===== src/rtl/decode_stage.sv =====
// Instruction decode stage feeding the register file. Decodes a 9-bit
// instruction, registers the fields behind a valid/ready output stage,
// stalls on RAW hazards against an outstanding writeback and latches HALT.
module decode_stage #(
  parameter int unsigned DATA_W    = 8,
  parameter bit          HAZARD_EN = 1'b1
) (
  input  logic              clk,
  input  logic              rst_n,
  input  logic              in_valid,
  input  logic [8:0]        in_instr,
  output logic              in_ready,
  output logic              out_valid,
  input  logic              out_ready,
  output logic [2:0]        rs1,
  output logic [2:0]        rs2,
  output logic [2:0]        rd,
  output logic              reg_write,
  output logic              label_write,
  output logic              label_read,
  output logic [1:0]        alu_op,
  output logic [DATA_W-1:0] imm,
  input  logic              wb_pending,
  input  logic [2:0]        wb_rd,
  input  logic              wb_label,
  output logic              halted
);

  typedef enum logic {RUN = 1'b0, HALT = 1'b1} state_t;

  state_t state, state_next;

  logic [2:0] opcode;
  logic [2:0] f_hi;
  logic [2:0] f_lo;
  logic       is_alu;
  logic       is_br;
  logic       is_halt;
  logic       stall;
  logic       accept;

  logic [2:0]        d_rs1;
  logic [2:0]        d_rs2;
  logic [2:0]        d_rd;
  logic              d_reg_write;
  logic              d_label_write;
  logic              d_label_read;
  logic [1:0]        d_alu_op;
  logic [DATA_W-1:0] d_imm;

  assign opcode  = in_instr[8:6];
  assign f_hi    = in_instr[5:3];
  assign f_lo    = in_instr[2:0];
  assign is_alu  = (opcode[2] == 1'b0);
  assign is_br   = (opcode == 3'b110);
  assign is_halt = (opcode == 3'b111);

  // RAW hazard: ALU sources live in the general bank, BR source in the label bank
  always_comb begin
    stall = 1'b0;
    if (HAZARD_EN && wb_pending) begin
      if (is_alu && !wb_label && ((wb_rd == f_hi) || (wb_rd == f_lo)))
        stall = 1'b1;
      else if (is_br && wb_label && (wb_rd == f_hi))
        stall = 1'b1;
    end
  end

  // Handshake: accept only in RUN, outside reset, unstalled, with room downstream
  always_comb begin
    in_ready = rst_n && (state == RUN) && !stall && (!out_valid || out_ready);
    accept   = in_valid && in_ready;
  end

  // Field decode; unused fields stay zero, HALT decodes to all-zero flags
  always_comb begin
    d_rs1         = '0;
    d_rs2         = '0;
    d_rd          = '0;
    d_reg_write   = 1'b0;
    d_label_write = 1'b0;
    d_label_read  = 1'b0;
    d_alu_op      = '0;
    d_imm         = '0;
    case (opcode)
      3'b000, 3'b001, 3'b010, 3'b011: begin
        d_rs1       = f_hi;
        d_rd        = f_hi;
        d_rs2       = f_lo;
        d_reg_write = 1'b1;
        d_alu_op    = opcode[1:0];
      end
      3'b100: begin
        d_rd        = f_hi;
        d_imm       = DATA_W'(f_lo);
        d_reg_write = 1'b1;
      end
      3'b101: begin
        d_rd          = f_hi;
        d_imm         = DATA_W'(f_lo);
        d_label_write = 1'b1;
      end
      3'b110: begin
        d_rs1        = f_hi;
        d_label_read = 1'b1;
      end
      default: ;
    endcase
  end

  // State register
  always_ff @(posedge clk or negedge rst_n) begin
    if (!rst_n) state <= RUN;
    else        state <= state_next;
  end

  // Next state: HALT is entered when a HALT instruction is accepted and never left
  always_comb begin
    state_next = state;
    case (state)
      RUN:     if (accept && is_halt) state_next = HALT;
      HALT:    state_next = HALT;
      default: state_next = RUN;
    endcase
  end

  assign halted = (state == HALT);

  // Output register: load on accept, drop valid on drain without a new accept
  always_ff @(posedge clk or negedge rst_n) begin
    if (!rst_n) begin
      out_valid   <= 1'b0;
      rs1         <= '0;
      rs2         <= '0;
      rd          <= '0;
      reg_write   <= 1'b0;
      label_write <= 1'b0;
      label_read  <= 1'b0;
      alu_op      <= '0;
      imm         <= '0;
    end else if (accept) begin
      out_valid   <= 1'b1;
      rs1         <= d_rs1;
      rs2         <= d_rs2;
      rd          <= d_rd;
      reg_write   <= d_reg_write;
      label_write <= d_label_write;
      label_read  <= d_label_read;
      alu_op      <= d_alu_op;
      imm         <= d_imm;
    end else if (out_ready) begin
      out_valid <= 1'b0;
    end
  end

endmodule


===== config.mk =====
export PLATFORM = sky130hd
export DESIGN_NAME = decode_stage
export DESIGN_NICKNAME = d
export VERILOG_FILES = /design/src/rtl/decode_stage.sv
export SDC_FILE = /design/constraint.sdc
export NUM_CORES = 1
export LEC_CHECK = 0
export CORE_MARGIN = 8
export CORE_UTILIZATION = 41
export DETAILED_ROUTE_END_ITERATION = 10
export GPL_TIMING_DRIVEN = 0
export PLACE_DENSITY = 0.79
export SLEW_MARGIN = 20
export SYNTH_ARGS = -nofsm -noshare
export SYNTH_HDL_FRONTEND = slang
export SYNTH_SLANG_ARGS = --single-unit

===== constraint.sdc =====
create_clock -name clk -period 1.7 [get_ports clk]
set_input_delay 0.34 -clock clk [delete_from_list [all_inputs] [get_ports clk]]
set_output_delay 0.34 -clock clk [all_outputs]
set_load 0.01 [all_outputs]

==> results.toml <==
[run_status]
status = "finished, violations left"
violations = "negative setup slack"

[min_path]
min_from = "in_instr[1]"
min_to = "imm[1]"
hp-class = "in2reg"
whs_path_depth = 3

[synth]
ys_warn_count = 0
synth.ff_latch_count = 19
synth_seq_area_share_pct = 49.35
synth_cell_types = 25
synthFlopType = "dfrtp_1"
synth_largest_area_cell = "dfrtp_1"
async_flop_share_pct = 100.0
synthTopCellsByArea = "dfrtp_1 49%, mux2i_1 6.2%, buf_4 4.7%"
synth.avg_cell_area_um2 = 10.70
synth_top_area_share_pct = 49.35
synth_edf_count = 0
netlist_area_um2 = 963.4
netlist_instances = 90

[cts]
clk_path_buf_depth = 2
cts_sinks = 19
cts_buffers = 3
clkLatencyLatePin_ns = 0.30
path_clk_slew_ns = 0.12
cts-root-buf = "clkbuf_4"
htree_levels = 1
cts_tree = "done"

[finish]
final_cell_mix = "21 x clkdlybuf4s50_1, 19 x dfrtp_1, 12 x buf_4, 11 x inv_1, 8 x nand2_1"
mostFrequentLayoutCell = "clkdlybuf4s50_1"
diodes = 0
drive_above_1_share_pct = 25.17
nNetsFinal = 162
area_delta_synth_final_pct = 56.10
postLayoutCoreUtil_pct = 67.99

[timing]
fmax_ghz = 0.5854
tightest_slew_ns = 0.8170
grt_setup_unrepaired = "yes"
hold_violations = 0
fin_ws_ns = -0.008379
fin_skew_ns = 0.01549
finalSetupViolations = 1
relSlewSlack_pct = 45.35
finalSetupTns_ns = -0.008379
min_period_ns = 1.708
fin_crit_sh_pct = 100.5
drv_slew = 0
hold_ws_ns = 0.3385

[pwr]
leakagePower_nw = 0.7098
ir_drop_mv = 0.7554
powerDensity_mw_per_mm2 = 1026

[global_routing]
grt_max_degree = 20
grt_pass1_wl_mm = 4.284
grtUsageTotal_pct = 12.88
grt_overflow = 0
antenna_found_initial = 0
grt_pass1_vias = 924

[detailed_routing]
drc = 0
antenna_left = 0
wire_per_inst_um = 15.19
wl_mm = 2.597
post_drt_via_cell_ratio = 4.877
dr.pass1.iters = 4
drtIter0Drc = 19
vias = 834

[critical_path]
start_kind = "input port"
rrSetupSlack_ns = 0.07
cp_slowest_cell = "o41ai_4"
cp_max_fo = 3
crit_required_ns = 1.36
path_cells = "clkdlybuf4s15_1, xor2_2, o41ai_4, a21boi_2, buf_2"
cp_slowest_stage_delay_ns = 0.36
path_class = "in2out"
r2r-start = "out_valid"
crit_path_end_kind = "output port"
arrival_ns = 1.37
rr_worst_depth = 6
r2r-end = "reg_write"

[die]
start_util_pct = 43.55
die_w_um = 64.48
pin_count = 43
core-area_mm2 = 0.002212
die-area_mm2 = 0.004157
die-height_um = 64.48
placementRows = 17

[place]
gp_congestion = 0.7441
portBuffers = 37
dp_hpwl_mm = 1.888

[flow_run]
maxCapViolCount = 0
worst max-delay path by stage:
stage | start | to | slack [ns] | cells past startpoint
5_1_grt | in_instr[8] | in_ready | -0.07 | 6
4_1_cts | in_instr[0] | in_ready | 0.006 | 5
6_report | in_instr[2] | in_ready | -0.008 | 5
2_1_floorplan | out_valid | label_read | 0.09 | 5
3_3_place_gp | rst_n | in_ready | -1.32 | 4
3_5_place_dp | rst_n | in_ready | -1.32 | 4
state kept, by name (all words and copies together), names as in the netlist:
name,cells
rs1,3
label_write,1
imm,3
rd,3
out_valid,1
alu_op,2
label_read,1
rs2,3
halted,1
reg_write,1
where the power goes:
group,switching (mW),leakage (nW),internal (mW)
combinational,0.276,0.451,0.391
sequential,0.0705,0.242,0.575
clock,0.143,0.0177,0.0876
cell usage after synthesis (all sizes together), types with 2 or more instances:
| library cell | instances |
|---|---|
| inv | 11 |
| dfrtp | 19 |
| mux2i | 6 |
| nor2 | 2 |
| mux2 | 2 |
| nand4 | 4 |
| xor2 | 3 |
| nor2b | 2 |
| buf | 6 |
| a22o | 5 |
| o21ai | 6 |
| xnor2 | 3 |
| nand2 | 9 |
kinds of logic (layout without fill, tap and decap cells):
kind of cell | count (synthesis) | in the layout | synth area share [%]
other cells | 1 | 5 | 0.3892
xor+xnor | 6 | 6 | 5.456
buf+inv | 17 | 66 | 8.961
simple gates | 21 | 21 | 11.17
mux | 8 | 8 | 8.572
compound gates | 18 | 18 | 16.11
flops | 19 | 19 | 49.35
stage by stage:
stage          power [mW]  area (um^2)  std cells  worst slack (ns)
2_1_floorplan      0.9046        978.4         94           0.09115
4_1_cts             1.527         1471        168          0.006217
3_3_place_gp        1.263         1384        159            -1.320
3_5_place_dp        1.278         1384        159            -1.322
5_1_grt             1.644         1504        171          -0.06919
6_report            1.543         1504        171         -0.008379
worst max-delay path: cells and delay by family:
kind	cells	cell delay (ns)
compound gates	2	0.45
buf+inv	2	0.39
xor+xnor	1	0.19
final cells by class:
type | count | area, um^2
fillers | 187 | 708.2
flip-flops and latches | 19 | 475.5
multi-input cells | 58 | 473.0
repair buffers | 45 | 402.9
plain buffers | 6 | 48.80
inverters | 11 | 41.29
well taps | 28 | 35.03
clock buffers | 3 | 22.52
clock inverters | 1 | 5.005
per-layer routing:
metal | global-route usage, % | wire [um] | vias up
met5 | 0 | 0 | -
met4 | 5.995 | 34 | 0
met3 | 6.873 | 257 | 4
met2 | 20.75 | 1270 | 33
met1 | 13.62 | 1034 | 398
li1 | - | - | 399
repair_timing:
action | in CTS | in global routing
hold buffers | 1 | 0
setup buffers | 4 | 2
setup endpoints to repair | 20 | 18
cloned | 0 | 1
gates resized for setup | 40 | 11
pin swaps | 6 | 2
hold endpoints to repair | 19 | 0
Power figures use the tool's default switching activity.
